<file path="src/rtl/multicycle_ctrl_pkg.sv">
// Shared types for the multi-cycle controller: opcode/function encodings,
// FSM states, PC target selects, ALU operation codes and the decode bundle.
package multicycle_ctrl_pkg;

  localparam int OP_W   = 5;
  localparam int FUNC_W = 4;
  localparam int ALU_W  = 4;

  typedef enum logic [OP_W-1:0] {
    RTYPE_op = 5'd0,
    ADDI_op  = 5'd1,
    SUBI_op  = 5'd2,
    ANDI_op  = 5'd3,
    ORI_op   = 5'd4,
    XORI_op  = 5'd5,
    SLLI_op  = 5'd6,
    SRLI_op  = 5'd7,
    SLAI_op  = 5'd8,
    SRAI_op  = 5'd9,
    LUI_op   = 5'd10,
    LLI_op   = 5'd11,
    SLTI_op  = 5'd12,
    BEQ_op   = 5'd13,
    BNE_op   = 5'd14,
    LWR_op   = 5'd15,
    LWI_op   = 5'd16,
    SWR_op   = 5'd17,
    SWI_op   = 5'd18,
    JUMP_op  = 5'd19,
    JAL_op   = 5'd20,
    RET_op   = 5'd21
  } op_code;

  typedef enum logic [FUNC_W-1:0] {
    ADD_f = 4'd0,
    SUB_f = 4'd1,
    AND_f = 4'd2,
    OR_f  = 4'd3,
    XOR_f = 4'd4,
    SLL_f = 4'd5,
    SRL_f = 4'd6,
    SLA_f = 4'd7,
    SRA_f = 4'd8,
    SLT_f = 4'd11
  } func_code;

  typedef logic [ALU_W-1:0] alu_op_d;

  localparam alu_op_d ALU_ADD = 4'd0;
  localparam alu_op_d ALU_SUB = 4'd1;
  localparam alu_op_d ALU_AND = 4'd2;
  localparam alu_op_d ALU_OR  = 4'd3;
  localparam alu_op_d ALU_XOR = 4'd4;
  localparam alu_op_d ALU_SLL = 4'd5;
  localparam alu_op_d ALU_SRL = 4'd6;
  localparam alu_op_d ALU_SLA = 4'd7;
  localparam alu_op_d ALU_SRA = 4'd8;
  localparam alu_op_d ALU_LUI = 4'd9;
  localparam alu_op_d ALU_LLI = 4'd10;
  localparam alu_op_d ALU_CMP = 4'd11;

  typedef enum logic [1:0] {
    SEQ    = 2'd0,
    BRANCH = 2'd1,
    JUMP   = 2'd2,
    RET    = 2'd3
  } pc_sel_t;

  typedef enum logic [2:0] {
    FETCH  = 3'd0,
    DECODE = 3'd1,
    EXEC   = 3'd2,
    MEM_RD = 3'd3,
    MEM_WR = 3'd4,
    WB     = 3'd5,
    TRAP   = 3'd6
  } ctrl_state_t;

  typedef enum logic [2:0] {
    CLS_ALU = 3'd0,
    CLS_BR  = 3'd1,
    CLS_LD  = 3'd2,
    CLS_ST  = 3'd3,
    CLS_J   = 3'd4,
    CLS_JAL = 3'd5,
    CLS_RET = 3'd6,
    CLS_ILL = 3'd7
  } instr_class_t;

  // Static per-instruction datapath selects; the FSM decides when they show.
  typedef struct packed {
    instr_class_t cls;
    alu_op_d      alu_op;
    logic         mux_imm;
    logic         mux_alu;
    logic         sign_zero;
    logic         mux_rd;
    logic         mux_D;
    logic         mux_dm_ad;
    logic         mux_dmq_pc;
    logic         mux_jtype_itype;
    logic         beq_ben;
  } ctrl_sel_t;

  function automatic logic is_shift(input alu_op_d a);
    return (a == ALU_SLL) || (a == ALU_SRL) || (a == ALU_SLA) || (a == ALU_SRA);
  endfunction

endpackage

</file>
<file path="src/rtl/multicycle_ctrl_decode.sv">
// Pure combinational decode of the registered op/func fields into the
// static datapath select bundle and an instruction class.
module multicycle_ctrl_decode
  import multicycle_ctrl_pkg::*;
(
  input  logic [OP_W-1:0]   op,
  input  logic [FUNC_W-1:0] func,
  output ctrl_sel_t         sel
);

  always_comb begin
    sel     = '0;
    sel.cls = CLS_ILL;
    case (op)
      RTYPE_op: begin
        sel.cls = CLS_ALU;
        case (func)
          ADD_f:   sel.alu_op = ALU_ADD;
          SUB_f:   sel.alu_op = ALU_SUB;
          AND_f:   sel.alu_op = ALU_AND;
          OR_f:    sel.alu_op = ALU_OR;
          XOR_f:   sel.alu_op = ALU_XOR;
          SLL_f:   sel.alu_op = ALU_SLL;
          SRL_f:   sel.alu_op = ALU_SRL;
          SLA_f:   sel.alu_op = ALU_SLA;
          SRA_f:   sel.alu_op = ALU_SRA;
          SLT_f:   sel.alu_op = ALU_CMP;
          default: sel.cls    = CLS_ILL;
        endcase
        sel.mux_imm = is_shift(sel.alu_op);
        sel.mux_alu = is_shift(sel.alu_op);
      end
      ADDI_op, SUBI_op, ANDI_op, ORI_op, XORI_op, SLLI_op, SRLI_op,
      SLAI_op, SRAI_op, LUI_op, LLI_op, SLTI_op: begin
        sel.cls     = CLS_ALU;
        sel.mux_alu = 1'b1;
        sel.mux_rd  = 1'b1;
        case (op)
          ADDI_op: sel.alu_op = ALU_ADD;
          SUBI_op: sel.alu_op = ALU_SUB;
          ANDI_op: sel.alu_op = ALU_AND;
          ORI_op:  sel.alu_op = ALU_OR;
          XORI_op: sel.alu_op = ALU_XOR;
          SLLI_op: sel.alu_op = ALU_SLL;
          SRLI_op: sel.alu_op = ALU_SRL;
          SLAI_op: sel.alu_op = ALU_SLA;
          SRAI_op: sel.alu_op = ALU_SRA;
          LUI_op:  sel.alu_op = ALU_LUI;
          LLI_op:  sel.alu_op = ALU_LLI;
          default: sel.alu_op = ALU_CMP;
        endcase
        sel.mux_imm   = is_shift(sel.alu_op);
        sel.sign_zero = (op == LUI_op) || (op == LLI_op);
      end
      BEQ_op, BNE_op: begin
        sel.cls     = CLS_BR;
        sel.alu_op  = ALU_CMP;
        sel.beq_ben = (op == BNE_op);
      end
      LWR_op: begin
        sel.cls   = CLS_LD;
        sel.mux_D = 1'b1;
      end
      LWI_op: begin
        sel.cls       = CLS_LD;
        sel.mux_D     = 1'b1;
        sel.mux_dm_ad = 1'b1;
      end
      SWR_op: sel.cls = CLS_ST;
      SWI_op: begin
        sel.cls       = CLS_ST;
        sel.mux_dm_ad = 1'b1;
      end
      JUMP_op: sel.cls = CLS_J;
      JAL_op: begin
        sel.cls             = CLS_JAL;
        sel.mux_rd          = 1'b1;
        sel.mux_D           = 1'b1;
        sel.mux_dmq_pc      = 1'b1;
        sel.mux_jtype_itype = 1'b1;
      end
      RET_op:  sel.cls = CLS_RET;
      default: sel.cls = CLS_ILL;
    endcase
  end

endmodule

</file>
<file path="src/rtl/multicycle_ctrl.sv">
// Multi-cycle instruction sequencer: FETCH/DECODE/EXEC/MEM/WB with one-cycle
// write strobes, data-memory ack timeout and a retired-instruction counter.
module multicycle_ctrl
  import multicycle_ctrl_pkg::*;
#(
  parameter int DM_TIMEOUT = 15,
  parameter int TMO_W      = 8,
  parameter int CNT_W      = 32
) (
  input  logic                clk,
  input  logic                rst,
  input  logic                instr_valid,
  output logic                instr_ready,
  input  logic [OP_W-1:0]     op,
  input  logic [FUNC_W-1:0]   func,
  input  logic                dm_ack,
  output logic                ir_we,
  output logic                pc_we,
  output logic [1:0]          pc_sel,
  output logic [ALU_W-1:0]    alu_op,
  output logic                mux_imm,
  output logic                mux_alu,
  output logic                sign_zero,
  output logic                mux_rd,
  output logic                mux_D,
  output logic                mux_dm_ad,
  output logic                mux_dmq_pc,
  output logic                mux_jtype_itype,
  output logic                branch,
  output logic                beq_ben,
  output logic                rf_we,
  output logic                dm_re,
  output logic                dm_we,
  output logic                illegal,
  output logic                dm_timeout,
  output logic [CNT_W-1:0]    retired,
  output logic [2:0]          dbg_state
);

  // Handshake: an instruction transfers in a cycle where instr_valid and
  // instr_ready are both high; instr_ready is high only in FETCH (and not in rst).

  ctrl_state_t         state, state_n;
  logic [OP_W-1:0]     op_r;
  logic [FUNC_W-1:0]   func_r;
  logic [TMO_W-1:0]    wait_cnt;
  logic                retire, set_ill, set_tmo, mem_wait;
  ctrl_sel_t           dec;

  multicycle_ctrl_decode u_ctrl_decode (
    .op   (op_r),
    .func (func_r),
    .sel  (dec)
  );

  assign dbg_state = state;
  assign mem_wait  = (state == MEM_RD || state == MEM_WR) && (state_n == state);

  always_ff @(posedge clk) begin
    if (rst) begin
      state      <= FETCH;
      op_r       <= '0;
      func_r     <= '0;
      wait_cnt   <= '0;
      retired    <= '0;
      illegal    <= 1'b0;
      dm_timeout <= 1'b0;
    end else begin
      state <= state_n;
      if (ir_we) begin
        op_r   <= op;
        func_r <= func;
      end
      // Restarts at 0 on every memory-state entry.
      wait_cnt <= mem_wait ? wait_cnt + TMO_W'(1) : '0;
      if (retire)  retired    <= retired + CNT_W'(1);
      if (set_ill) illegal    <= 1'b1;
      if (set_tmo) dm_timeout <= 1'b1;
    end
  end

  always_comb begin
    state_n         = state;
    instr_ready     = 1'b0;
    ir_we           = 1'b0;
    pc_we           = 1'b0;
    pc_sel          = SEQ;
    alu_op          = '0;
    mux_imm         = 1'b0;
    mux_alu         = 1'b0;
    sign_zero       = 1'b0;
    mux_rd          = 1'b0;
    mux_D           = 1'b0;
    mux_dm_ad       = 1'b0;
    mux_dmq_pc      = 1'b0;
    mux_jtype_itype = 1'b0;
    branch          = 1'b0;
    beq_ben         = 1'b0;
    rf_we           = 1'b0;
    dm_re           = 1'b0;
    dm_we           = 1'b0;
    retire          = 1'b0;
    set_ill         = 1'b0;
    set_tmo         = 1'b0;
    case (state)
      FETCH: begin
        instr_ready = !rst;
        if (instr_valid && !rst) begin
          ir_we   = 1'b1;
          state_n = DECODE;
        end
      end
      DECODE: begin
        case (dec.cls)
          CLS_ILL: begin
            set_ill = 1'b1;
            state_n = TRAP;
          end
          CLS_J, CLS_RET: begin
            pc_we   = 1'b1;
            pc_sel  = (dec.cls == CLS_J) ? JUMP : RET;
            retire  = 1'b1;
            state_n = FETCH;
          end
          default: state_n = EXEC;
        endcase
      end
      EXEC: begin
        alu_op    = dec.alu_op;
        mux_imm   = dec.mux_imm;
        mux_alu   = dec.mux_alu;
        sign_zero = dec.sign_zero;
        mux_rd    = dec.mux_rd;
        mux_dm_ad = dec.mux_dm_ad;
        case (dec.cls)
          CLS_BR: begin
            branch  = 1'b1;
            beq_ben = dec.beq_ben;
            pc_we   = 1'b1;
            pc_sel  = BRANCH;
            retire  = 1'b1;
            state_n = FETCH;
          end
          CLS_LD:  state_n = MEM_RD;
          CLS_ST:  state_n = MEM_WR;
          default: state_n = WB;
        endcase
      end
      MEM_RD, MEM_WR: begin
        dm_re     = (state == MEM_RD);
        dm_we     = (state == MEM_WR);
        mux_dm_ad = dec.mux_dm_ad;
        if (dm_ack) begin
          if (state == MEM_RD) begin
            state_n = WB;
          end else begin
            pc_we   = 1'b1;
            retire  = 1'b1;
            state_n = FETCH;
          end
        end else if (wait_cnt == TMO_W'(DM_TIMEOUT - 1)) begin
          set_tmo = 1'b1;
          state_n = TRAP;
        end
      end
      WB: begin
        rf_we           = 1'b1;
        pc_we           = 1'b1;
        pc_sel          = (dec.cls == CLS_JAL) ? JUMP : SEQ;
        mux_rd          = dec.mux_rd;
        mux_D           = dec.mux_D;
        mux_dmq_pc      = dec.mux_dmq_pc;
        mux_jtype_itype = dec.mux_jtype_itype;
        retire          = 1'b1;
        state_n         = FETCH;
      end
      TRAP:    state_n = TRAP;
      default: state_n = FETCH;
    endcase
  end

endmodule
</file>
<file path="config.mk">
export PLATFORM = sky130hd
export DESIGN_NAME = multicycle_ctrl
export DESIGN_NICKNAME = d
export VERILOG_FILES = /design/src/rtl/multicycle_ctrl_pkg.sv /design/src/rtl/multicycle_ctrl_decode.sv /design/src/rtl/multicycle_ctrl.sv
export SDC_FILE = /design/constraint.sdc
export NUM_CORES = 1
export LEC_CHECK = 0
export BUFFER_PORTS_ARGS = -buffer_cell sky130_fd_sc_hd__buf_2
export CORE_MARGIN = 2
export CORE_UTILIZATION = 41
export CTS_BUF_LIST = sky130_fd_sc_hd__clkbuf_8
export DETAILED_ROUTE_END_ITERATION = 6
export PLACE_DENSITY_LB_ADDON = 0.12
export SYNTH_ARGS = -nofsm -noshare
export SYNTH_HDL_FRONTEND = slang
export SYNTH_SLANG_ARGS = --single-unit
</file>
<file path="constraint.sdc">
create_clock -name clk -period 2.9 [get_ports clk]
set_input_delay 0.29 -clock clk [delete_from_list [all_inputs] [get_ports clk]]
set_output_delay 0.29 -clock clk [all_outputs]
set_load 0.03 [all_outputs]
</file>
* Word level (Yosys, flattened, before mapping)
Memories as Yosys holds them, arrays and structs flattened. A register that Yosys moved wholly into a read port is not among the register bits.
Index checks and enable logic that the tools add are counted.
** Word-level totals
- Output and inout port bits :: 59
- Bits in registers :: 54
- Memories kept :: 1
- Word-level logic and storage cells :: 147
- ROM bits :: 64
- Input bits :: 13
** Memory list
- (name not given) :: depth 16, width 4, rd ports 1, clocked after memory_dff 1, write ports 0, RTL line multicycle_ctrl_decode.sv:38 : case (op)
** Operators by class
- $add $sub $neg :: 2
- Muxes and demuxes :: 56
- Reduce and logical (&&, ||, !) cells :: 27
- Bitwise gates (word level) :: 1
- Eq/ne operators :: 53
** Operator list (count)
- 4-bit by 3-bit equality test with 1-bit output, second input constant :: 10
- 5-bit by 4-bit equality test with 1-bit output, second input constant :: 8
- 4-bit one-hot mux with 9 select lines :: 1
- 1-bit two-way mux :: 33
- 32-bit by 1-bit adder with 32-bit output, second input constant :: 1
- 5-bit equality test, second input constant :: 6
- 4-bit two-way mux :: 6
- 3-bit one-hot mux with 8 select lines :: 1
- 3-bit equality test, second input constant :: 7
- 5-bit by 3-bit equality test with 1-bit output, second input constant :: 4
- 4-bit equality test, second input constant :: 4
- 2-bit OR reduction :: 8
- 3-bit two-way mux :: 5
- 3-bit one-hot mux with 5 select lines :: 1
- 13-bit OR reduction :: 1
- 3-bit by 2-bit equality test with 1-bit output, second input constant :: 4
- 4-bit one-hot mux with 3 select lines :: 1
- 12-bit OR reduction :: 1
- 5-bit by 2-bit equality test with 1-bit output, second input constant :: 2
- 10-bit OR reduction :: 1
- 3-bit one-hot mux with 3 select lines :: 1
- 8-bit by 1-bit adder with 8-bit output, second input constant :: 1
- 4-bit by 2-bit equality test with 1-bit output, second input constant :: 2
- 8-bit by 4-bit equality test with 1-bit output, second input constant :: 1
- other kinds (17) :: 29

* Logic depth before layout (Yosys ltp)
Gate-level depths: netlist (run 1).
- Word-level depth :: 12
- Depth in mapped cells :: 11
- Depth with buffers taken out :: 10

* Modules after synthesis
Synthesis (run 1) repeated with hierarchy kept, for this count alone.
** Second synthesis, totals
- Cells, all modules :: 410
- Area total of the unflattened synthesis :: 3339.5 um^2
** By module, submodules not included
- multicycle_ctrl :: seq. area each 1081.0 um^2, area each 2765.2 um^2, times used 1, cells an instance 326
- multicycle_ctrl_decode :: seq. area each 0.0 um^2, area each 574.3 um^2, times used 1, cells an instance 84

* Least setup slack after synthesis (run 1)
OpenSTA, ideal clock, no wires.
- Kind :: register -> output
- Start point :: register state[2], in the netlist dbg_state[2]
- End point :: output mux_dm_ad
- Required time :: 2610 ps
- Arrival time :: 2833 ps
- Buffers on the path :: 1
- Cell stages (with the launch flop) :: 6
- Setup slack :: -223 ps
- Cells stage by stage :: dfxtp_1 > clkbuf_1 > inv_1 > nor3_1 > a21oi_1 > nor4b_1
** On the way
- Longest elaborated chain between the ends :: 3
- Elaborated cells on any way between the ends :: 5
- Those cells by class :: 3 x eq/ne; 1 x mux; 1 x reduce/logical
** RTL lines
- start: declaration :: RTL line multicycle_ctrl.sv:43 : ctrl_state_t state, state_n;
- start signal: assignment :: RTL line multicycle_ctrl.sv:69 : state <= state_n;
- 3-bit by 2-bit equality test with 1-bit output / 3-bit equality test (equally long branches) :: RTL line multicycle_ctrl.sv:105 : case (state)
- 3-bit OR reduction (no source line) *
- 1-bit two-way mux * :: RTL line multicycle_ctrl.sv:105
- end: declaration :: RTL line multicycle_ctrl.sv:26 : output logic mux_dm_ad,
Every way passes the cells marked *; elsewhere a longest branch is shown, timed or not.

* Worst setup path after layout (run 1)
- Start point :: register op_r[1]
- End point :: output pc_we
** On the way
- Longest elaborated chain between the ends :: 7
- Elaborated cells on any way between the ends :: 34
- Those cells by class :: 24 x eq/ne; 4 x mux; 6 x reduce/logical
** RTL lines
- start: declaration :: RTL line multicycle_ctrl.sv:44 : logic [OP_W-1:0] op_r;
- start signal: assignment :: RTL line multicycle_ctrl.sv:71 : op_r <= op;
- 5-bit by 1-bit equality test with 1-bit output, or another cell as far along :: RTL line multicycle_ctrl_decode.sv:14 : case (op)
- 12-bit OR reduction, or another cell as far along :: RTL line multicycle_ctrl_decode.sv:14
- 3-bit one-hot mux with 8 select lines * :: RTL line multicycle_ctrl_decode.sv:14
- 3-bit equality test :: RTL line multicycle_ctrl.sv:114 : case (dec.cls)
- 2-bit OR reduction :: RTL line multicycle_ctrl.sv:114
- 1-bit two-way mux :: RTL line multicycle_ctrl.sv:114
- 1-bit one-hot mux with 4 select lines * :: RTL line multicycle_ctrl.sv:105
- end: declaration :: RTL line multicycle_ctrl.sv:18 : output logic pc_we,
Marked as above.

==> flow_metrics.env, run 1 <==
export IMPL_outcome="finished, final reports clean"
export IMPL_port_buffers=71
export IMPL_drt_wl_total_um=8260
export IMPL_clk_pin_slew_ps=70
export IMPL_h_tree_depth=3
export IMPL_fp_row_count=32
export IMPL_grt_overflow=0
export IMPL_cts_root_buf="clkbuf_8"
export IMPL_synthTopCellsByArea="dfxtp_1 (35%), a21oi_1 (5.3%), nand2_1 (5.1%)"
export IMPL_synth_edf_count=0
export IMPL_die_w_um=93.7
export IMPL_grt_pass1_wl_um=13400
export IMPL_cts_buffers=9
export IMPL_synthFlopType="dfxtp_1"
export IMPL_die_area_um2=8770
export IMPL_fillers=800
export IMPL_synth_top_area_frac=0.352
export IMPL_wl_per_cell_um=13.9
export IMPL_dp_hpwl_um=5940
export IMPL_rsz0062_at_grt="no"
export IMPL_crit_required_ps=2610
export IMPL_vias=3194
export IMPL_insertion_delay_ps=340
export IMPL_die_h_um=93.7
export IMPL_yosysMostFrequentCell="dfxtp_1"
export IMPL_synth_cells=420
export IMPL_dp_cells=577
export IMPL_fmax_ghz=0.390
export IMPL_slowest_stage="dfxtp_1"
export IMPL_avgSynthCellArea_um2=7.85
export IMPL_grt_pass1_vias=2781
export IMPL_antenna_found_initial=0
export IMPL_drt_first_pass_iters=4
export IMPL_cp_cell_sequence="xnor2_1, or3_1, inv_1, a21oi_2, inv_1, buf_2"
export IMPL_drt_antenna_violating_nets=0
export IMPL_cts_hold_repair_buffers=0
export IMPL_worstMarginPinSlew_ps=917
export IMPL_synth_cell_types=59
export IMPL_grt_util_all_layers=0.191
export IMPL_ys_seq_elements=58
export IMPL_cp_max_fo=15
export IMPL_via_per_inst=5.39
export IMPL_crit_type="reg2out"
export IMPL_fin_cells=593
export IMPL_synth_nets=439
export IMPL_async_flop_share=0
export IMPL_clock_sinks=58
export IMPL_drive_gt1_frac=0.242
export IMPL_max_stage_delay_ps=600
export IMPL_maxCapViolCount=0
export IMPL_layout_nets=505
export IMPL_area_growth_pct=18.6
export IMPL_io_pins=72
export IMPL_yosysWarnings=0
export IMPL_period_minus_slack_ps=2570
export IMPL_crit_family="flip-flops"
export IMPL_cp_common_cell="inv_1"
export IMPL_cp_start_kind="flip-flop"
export IMPL_cts_tree="done"
export IMPL_fin_crit_sh=0.885
export IMPL_endpoint_kind="output pin"
export IMPL_core_area_um2=7770
export IMPL_power_leakage_nw=1.61
export IMPL_initial_core_util=0.424
export IMPL_relSlewSlack=0.389
export IMPL_arrival_ps=2280
export IMPL_finalClockSkew_ps=8.23
export IMPL_place_gp_congestion=0.886
export IMPL_min_path_type="in2reg"
export IMPL_grt_max_degree=63
export IMPL_power_density_nw_per_um2=424
export IMPL_cp_num_buf_inv=3
export IMPL_setup_viol=0
export IMPL_drt_iter0_markers=99
export IMPL_finalMaxSlewViolations=0
export IMPL_ir_worst_vdd_mv=0.227
export IMPL_antenna_cells=0
export IMPL_yosysSeqAreaShare=0.352
export IMPL_finalHoldViolations=0
export IMPL_syn_cell_area_um2=3300
export IMPL_tns_ps=0
export IMPL_synth_top_cell_by_area="dfxtp_1"
export IMPL_synth_common_cells="dfxtp_1 (58), nand2_1 (45), nor2_1 (44), a21oi_1 (35)"
export IMPL_clock_tree_buffer_depth=2
export IMPL_drc=0
[metal layers]
layer / share of wire / up-vias / global-route usage
met3: 0.047 / 11 / 0.0417
li1: - / 1635 / -
met5: 0 / - / 0
met2: 0.46 / 69 / 0.304
met1: 0.48 / 1479 / 0.254
met4: 0.013 / 0 / 0.0737
[worst paths after layout]
check / slack, ps / depth (start not counted) / endpoint / start
worst max-delay path: 330 / 6 / pc_we / op_r[1]$_SDFFE_PP0P_
worst min register to register: 460 / 2 / dm_timeout$_SDFFE_PP0P_ / dm_timeout$_SDFFE_PP0P_
worst min-delay path: 190 / 3 / func_r[0]$_SDFFE_PP0P_ / func[0]
worst max register to register: 370 / 6 / retired[29]$_SDFFE_PP0P_ / op_r[2]$_SDFFE_PP0P_
[cells by family after synthesis]
| logic type | count (synthesis) | synth area share |
|---|---|---|
| AND/OR/NAND/NOR | 181 | 0.294 |
| adder cells (fa/ha/maj) | 6 | 0.0228 |
| buffers and inverters | 47 | 0.0588 |
| flip-flops | 58 | 0.352 |
| XOR/XNOR | 14 | 0.0372 |
| AO/OA/AOI/OAI | 99 | 0.185 |
| multiplexers | 15 | 0.0501 |
[metrics by stage]
stage          instance area, µm²   util  power [mW]  worst slack (ps)  hold slack (ps)
6_report                     3910  0.503        1.66               333              189
5_1_grt                      3910  0.503        1.74               129              178
2_1_floorplan                3300      -       0.969               141              426
3_5_place_dp                 3730  0.481        1.02               374              457
3_3_place_gp                 3730  0.481        1.02               462              434
4_1_cts                      3910  0.503        1.68             0.172              175
[final cells by class]
class / instances / area [µm²] / share of cell area
Inverter: 24 / 90.1 / 0.0230
Clock inverter: 6 / 33.8 / 0.00864
Timing Repair Buffer: 78 / 408 / 0.104
Tap cell: 102 / 128 / 0.0327
Clock buffer: 10 / 138 / 0.0352
Multi-Input combinational cell: 315 / 1950 / 0.499
Sequential cell: 58 / 1160 / 0.297
[flip-flops by register name (all words and copies together), names as in the netlist, named ones only]
name / flops
dbg_state: 3
dm_timeout: 1
func_r: 4
illegal: 1
op_r: 5
retired: 32
wait_cnt: 8
[layout by cell type, fill, tap and decap left out, types with 9 or more instances in the layout]
cell type,n
dfxtp_1,58
nor2_1,44
inv_1,24
a211oi_1,9
nand3_1,12
xor2_1,10
nor2b_1,15
clkbuf_8,10
mux2_2,12
o21ai_0,23
or4_1,11
buf_2,71
a21oi_1,34
nand2_1,45
[worst min-delay path, stage by stage]
cell and delay (ps):
buf_2 100, nand2_1 50, a21oi_1 50
[repair_timing]
action / in CTS / in global routing
gates resized for setup: 0 / 1
hold endpoints to repair: 0 / 0
setup buffers: 0 / 0
endpoints found under the setup margin: 0 / 1
[power breakdown]
group | internal (mW) | total [mW] | switching, mW
sequential | 0.813 | 0.840 | 0.0270
clock | 0.325 | 0.657 | 0.332
combinational | 0.0572 | 0.162 | 0.105
total | 1.19 | 1.66 | 0.464
Note: power is estimated with default switching activity, not from simulation.
==> inputs of run 2 (changes only) <==
--- a/config.mk
+++ b/config.mk
@@ -5,6 +5,7 @@
 export SDC_FILE = /design/constraint.sdc
 export NUM_CORES = 1
 export LEC_CHECK = 0
+export ABC_AREA = 0
 export BUFFER_PORTS_ARGS = -buffer_cell sky130_fd_sc_hd__buf_2
 export CORE_MARGIN = 2
 export CORE_UTILIZATION = 41
@@ -13,4 +14,5 @@
 export PLACE_DENSITY_LB_ADDON = 0.12
 export SYNTH_ARGS = -nofsm -noshare
 export SYNTH_HDL_FRONTEND = slang
+export SYNTH_HIERARCHICAL = 1
 export SYNTH_SLANG_ARGS = --single-unit
==> run 2 against run 1 <==
  * Cell count rose by 2.4%
  * Clock power fell by 16%
  * Combinational power rose by 150%
  * Die area rose by 1.3%
  * Total power rose by 4.8%
  * Critical path type unchanged
  * Highest routed layer unchanged
==> flow_metrics.env, run 2 <==
export IMPL_grt_use_met2=0.336
export IMPL_insertion_delay_ps=320
export IMPL_fp_row_count=32
export IMPL_ir_worst_vdd_mv=0.280
export IMPL_synthFlopType="dfxtp_1"
export IMPL_fin_crit_sh=0.994
export IMPL_largest_register="retired"
export IMPL_clock_tree_buffer_depth=2
export IMPL_power_internal_mw=1.22
export IMPL_dp_hpwl_um=6230
export IMPL_place_area_um2=3950
export IMPL_via_per_inst=5.53
export IMPL_crit_type="reg2out"
export IMPL_async_flop_share=0
export IMPL_synth_top_cell_by_area="dfxtp_1"
export IMPL_arrival_ps=2590
export IMPL_drive_gt1_frac=0.319
export IMPL_place_gp_congestion=0.893
export IMPL_min_path_type="in2reg"
export IMPL_largest_reg_flops=32
export IMPL_synth_common_cells="dfxtp_1 (54), nand2_1 (40), a21oi_1 (34), nor2_1 (26), o21ai_0 (20)"
export IMPL_cp_start_kind="flip-flop"
export IMPL_sw_frac_of_total=0.296
export IMPL_cts_tree="done"
export IMPL_synth_cells=410
export IMPL_io_pins=72
export IMPL_synth_edf_count=0
export IMPL_grt_overflow=0
export IMPL_grt_max_degree=57
export IMPL_power_leakage_nw=1.77
export IMPL_core_area_um2=7810
export IMPL_grt_pass1_wl_um=14500
export IMPL_layout_common_cells="buf_2 (66), dfxtp_1 (50), nand2_1 (40)"
export IMPL_pwr_share_clk=0.318
export IMPL_finalHoldViolations=0
export IMPL_clk_pin_slew_ps=100
export IMPL_drt_iter0_markers=93
export IMPL_combPwrFrac=0.229
export IMPL_clock_sinks=54
export IMPL_drt_first_pass_iters=4
export IMPL_initial_core_util=0.428
export IMPL_maxCapViolCount=0
export IMPL_cts_hold_repair_buffers=0
export IMPL_worstMarginPinSlew_ps=634
export IMPL_antenna_found_initial=0
export IMPL_finalClockSkew_ps=6.66
export IMPL_cts_buffers=5
export IMPL_final_cell_area_um2=4380
export IMPL_fmax_ghz=0.347
export IMPL_power_density_nw_per_um2=397
export IMPL_rsz0062_at_grt="yes"
export IMPL_finalMaxSlewViolations=0
export IMPL_wl_per_cell_um=14.7
export IMPL_die_area_um2=8880
export IMPL_grt_util_all_layers=0.199
export IMPL_drc=0
export IMPL_antenna_cells=0
export IMPL_avgSynthCellArea_um2=8.15
export IMPL_cts_root_buf="clkbuf_8"
export IMPL_layout_cells_most_common="buf_2"
export IMPL_sequentialPowerShare=0.453
export IMPL_met3_usage=0.0345
export IMPL_crit_required_ps=2610
export IMPL_relSlewSlack=0.577
export IMPL_yosysSeqAreaShare=0.324
export IMPL_vias=3354
export IMPL_yosysWarnings=6
export IMPL_die_w_um=94.3
export IMPL_post_place_ws_ps=-70.4
export IMPL_period_minus_slack_ps=2880
export IMPL_die_h_um=94.3
export IMPL_reg_largest_list="retired (32), wait_cnt (8), op_r (5)"
export IMPL_synth_cell_types=59
export IMPL_syn_cell_area_um2=3340
export IMPL_area_growth_pct=31.1
export IMPL_top_usage_layer="met2"
export IMPL_synthTopCellsByArea="dfxtp_1 (32%), a21oi_1 (5.1%), nand2_1 (4.5%)"
export IMPL_synth_nets=431
export IMPL_drt_antenna_violating_nets=0
export IMPL_p_switching_uw=514
export IMPL_port_buffers=71
export IMPL_layout_setup_ws_ps=16.8
export IMPL_holdWs_ps=198
export IMPL_met1_usage=0.265
export IMPL_drt_wl_total_um=8910
export IMPL_cp_max_fo=9
export IMPL_synth_top_area_frac=0.324
export IMPL_h_tree_depth=2
export IMPL_ys_seq_elements=54
export IMPL_setup_viol=0
export IMPL_tns_ps=0
export IMPL_grt_pass1_vias=3032
export IMPL_yosysMostFrequentCell="dfxtp_1"
export IMPL_layout_nets=525
export IMPL_fin_util=0.561
export IMPL_endpoint_kind="output pin"
export IMPL_outcome="finished, final reports clean"
run 2: changes by cell type after synthesis, sizes merged, moves of 5 or more:
| cell | change |
|---|---|
| a211oi | -8 |
| nand2 | -5 |
| mux2 | -12 |
| nor3 | -7 |
| nand4 | +9 |
| inv | -11 |
| nor2 | -18 |
| and2 | +14 |
| nor4bb | +8 |
| o211ai | +5 |
| nor2b | -5 |
run 2: per-stage QoR:
step / std cells / power (mW)
2_1_floorplan: 410 / 1.04
3_3_place_gp: 587 / 1.14
3_5_place_dp: 587 / 1.14
4_1_cts: 596 / 1.70
5_1_grt: 607 / 1.82
6_report: 607 / 1.74
run 2: path summary, 6_finish.rpt:
kind / start / to / slack (ps) / cells after the start
worst min-delay path: op[0] / op_r[0]$_SDFFE_PP0P_ / 200 / 3
worst max register to register: op_r[0]$_SDFFE_PP0P_ / retired[20]$_SDFFE_PP0P_ / 70 / 12
worst min register to register: illegal$_SDFFE_PP0P_ / illegal$_SDFFE_PP0P_ / 490 / 2
worst max-delay path: op_r[1]$_SDFFE_PP0P_ / pc_we / 20 / 11
run 2: critical path: stages (launching register included):
cell       delay, ps
dfxtp_4          400
inv_4             60
ha_4             170
or3_4            390
a2bb2oi_4        170
nand4_1          190
nand3_2          140
nand2b_4         150
nor4_4            40
buf_6            180
or2_4            260
buf_6            140
run 2: layout make-up:
class | count | area, µm²
Clock inverter | 2 | 38.8
Tap cell | 102 | 128
Inverter | 14 | 57.6
Multi-Input combinational cell | 320 | 2280
Fill cell | 730 | 3430
Sequential cell | 54 | 1090
Clock buffer | 6 | 82.6
Timing Repair Buffer | 109 | 696
run 2: routing by layer:
layer  vias up  routed length [µm]
met5         -                   0
met4         0                  99
met3        11                 376
met2        71                4190
met1      1577                4250
li1       1695                   -
run 2: cell families (layout without fill, tap and decap cells):
| kind of cell | count (synthesis) | count (layout) | synth area share |
|---|---|---|---|
| xor gates and xnor gates | 20 | 20 | 0.0525 |
| buffers and inverters | 36 | 131 | 0.0476 |
| DFF | 54 | 54 | 0.324 |
| adders and majority gates | 8 | 8 | 0.0300 |
| AOI/OAI and AO/OA | 101 | 101 | 0.200 |
| and+or+nand+nor | 188 | 188 | 0.337 |
| muxes | 3 | 3 | 0.00899 |
run 2: power groups by stage:
stage          combinational, mW  sequential [mW]  clock [mW]
6_report                   0.398            0.787       0.553
5_1_grt                    0.431            0.792       0.597
4_1_cts                    0.351            0.784       0.565
3_5_place_dp               0.339            0.801           0
3_3_place_gp               0.337            0.801           0
2_1_floorplan              0.239            0.797           0
run 2: what timing repair did:
action                     in CTS  in global routing
gates cloned                    0                  0
pin swaps                       2                 20
setup endpoints to repair      27                 35
resized for setup              11                 45
hold endpoints to repair        0                  0
buffers inserted                1                 11
==> inputs of run 3 (changes only) <==
--- a/config.mk
+++ b/config.mk
@@ -7,8 +7,10 @@
 export LEC_CHECK = 0
 export ABC_AREA = 0
 export BUFFER_PORTS_ARGS = -buffer_cell sky130_fd_sc_hd__buf_2
+export CELL_PAD_IN_SITES_DETAIL_PLACEMENT = 0
+export CELL_PAD_IN_SITES_GLOBAL_PLACEMENT = 2
 export CORE_MARGIN = 2
-export CORE_UTILIZATION = 41
+export CORE_UTILIZATION = 33
 export CTS_BUF_LIST = sky130_fd_sc_hd__clkbuf_8
 export DETAILED_ROUTE_END_ITERATION = 6
 export PLACE_DENSITY_LB_ADDON = 0.12
==> constraint.sdc (replaced) <==
create_clock -name clk -period 2.9 [get_ports clk]
set_input_delay 0.29 -clock clk [delete_from_list [all_inputs] [get_ports clk]]
set_output_delay 0.29 -clock clk [all_outputs]
set_load 0.02 [all_outputs]
==> run 3 against run 2 <==
  * Via count up 0.48%
  * Clock power down 14%
  * Final area up 2.0%
  * Fmax up 0.87%
  * Non-clock buffer count up 6
  * Global-route usage down 3.4 points
  * Critical path depth up 1
  * Flip-flop and latch count unchanged
  * Worst hold slack worse by 8.8 ps
  * Clock skew up 3.7 ps
  * Die area up 23%
  * Critical path type unchanged
==> flow_metrics.env, run 3 (same netlist as run 2, synthesis figures left out) <==
export IMPL_clk_pin_slew_ps=110
export IMPL_dp_hpwl_um=6560
export IMPL_maxCapViolCount=0
export IMPL_worstMarginPinSlew_ps=675
export IMPL_antenna_cells=0
export IMPL_r2r_slack_ps=60
export IMPL_layout_cells_most_common="buf_2"
export IMPL_drt_iter0_markers=137
export IMPL_io_pins=72
export IMPL_fin_crit_sh=0.986
export IMPL_drive_gt1_frac=0.339
export IMPL_finalMaxSlewViolations=0
export IMPL_hold_path_cell_count=3
export IMPL_setup_viol=0
export IMPL_reg_largest_list="retired (32), wait_cnt (8), op_r (5)"
export IMPL_fmax_ghz=0.350
export IMPL_period_minus_slack_ps=2860
export IMPL_die_h_um=105
export IMPL_place_gp_congestion=0.839
export IMPL_initial_core_util=0.340
export IMPL_arrival_ps=2570
export IMPL_largest_reg_flops=32
export IMPL_largest_register="retired"
export IMPL_layout_common_cells="buf_2 (66), dfxtp_1 (50), nand2_1 (40)"
export IMPL_die_area_um2=10900
export IMPL_crit_required_ps=2610
export IMPL_cts_tree="done"
export IMPL_vias=3370
export IMPL_cts_buffers=5
export IMPL_finalHoldViolations=0
export IMPL_drt_antenna_violating_nets=0
export IMPL_crit_type="reg2out"
export IMPL_cp_start_kind="flip-flop"
export IMPL_area_growth_pct=33.6
export IMPL_holdWs_ps=189
export IMPL_grt_pass1_vias=3065
export IMPL_endpoint_kind="output pin"
export IMPL_layout_nets=531
export IMPL_outcome="finished, final reports clean"
export IMPL_via_per_inst=5.23
export IMPL_power_density_nw_per_um2=371
export IMPL_h_tree_depth=2
export IMPL_min_path_type="in2reg"
export IMPL_wl_per_cell_um=14.8
export IMPL_cts_root_buf="clkbuf_8"
export IMPL_finalClockSkew_ps=10.4
export IMPL_fin_util=0.455
export IMPL_grt_util_all_layers=0.166
export IMPL_die_w_um=105
export IMPL_cts_hold_repair_buffers=0
export IMPL_antenna_found_initial=0
export IMPL_clock_sinks=54
export IMPL_grt_pass1_wl_um=15100
export IMPL_drt_first_pass_iters=4
export IMPL_rsz0062_at_grt="yes"
export IMPL_worstRegToRegCells=13
export IMPL_fp_row_count=36
export IMPL_grt_overflow=0
export IMPL_core_area_um2=9820
export IMPL_insertion_delay_ps=320
export IMPL_drt_wl_total_um=9540
export IMPL_power_leakage_nw=1.78
export IMPL_relSlewSlack=0.550
export IMPL_grt_max_degree=57
export IMPL_port_buffers=71
export IMPL_drc=0
export IMPL_cp_max_fo=5
export IMPL_clock_tree_buffer_depth=2
export IMPL_ir_worst_vdd_mv=0.225
-- run 3: cell types whose count changed in the layout (fill, tap and decap cells not counted), sizes merged --
cell      before  now
buf          109  115
bufinv         1    0
clkinvlp       0    1
-- run 3: per-stage QoR --
stage	power (mW)	setup TNS [ps]	worst slack (ps)	instance area [µm²]	cells
final	1.65	0	41.6	4460	644
after CTS	1.63	-10.1	-10.1	4190	630
after detailed placement	1.14	0	7.11	4000	619
after floorplan	1.02	0	4.26	3360	410
after global routing	1.74	-779	-85.7	4460	644
after global placement	1.14	0	83.2	4000	619
-- run 3: path summary, 6_finish.rpt --
kind | from | to
setup / recovery | op_r[1]$_SDFFE_PP0P_ | pc_we
hold / removal | op[4] | op_r[4]$_SDFFE_PP0P_
setup reg to reg | op_r[1]$_SDFFE_PP0P_ | retired[20]$_SDFFE_PP0P_
hold reg to reg | dm_timeout$_SDFFE_PP0P_ | dm_timeout$_SDFFE_PP0P_
-- run 3: critical path: stages, from the launching register on --
cell and delay (ps):
dfxtp_4 400, inv_6 50, ha_4 160, or3_4 390, a2bb2oi_4 160, nand4_1 160
nand3_2 150, nand3b_1 110, a21oi_2 220, buf_12 140, buf_6 100, or2_4 120
buf_6 110
-- run 3: repair_timing --
| action | CTS | global route |
|---|---|---|
| setup endpoints to repair | 7 | 29 |
| resized for setup | 19 | 41 |
| buffers inserted | 4 | 14 |
| pin swaps | 5 | 17 |
-- run 3: final cells by class --
cell class,instances,area (µm²)
Clock inverter,2,16.3
Fill cell,1059,5360
Timing Repair Buffer,115,761
Multi-Input combinational cell,320,2290
Clock buffer,6,82.6
Sequential cell,54,1090
Tap cell,133,166
Inverter,14,60.1
-- run 3: per-layer routing --
metal,wire [µm],global-route usage
met1,4480,0.214
met2,4640,0.287
met3,353,0.0362
met4,69,0.0276
met5,0,0
-- run 3: power by group --
group | switching [mW] | leakage [nW] | internal [mW]
clock | 0.275 | 0.0478 | 0.198
sequential | 0.0326 | 0.438 | 0.754
combinational | 0.202 | 1.29 | 0.192
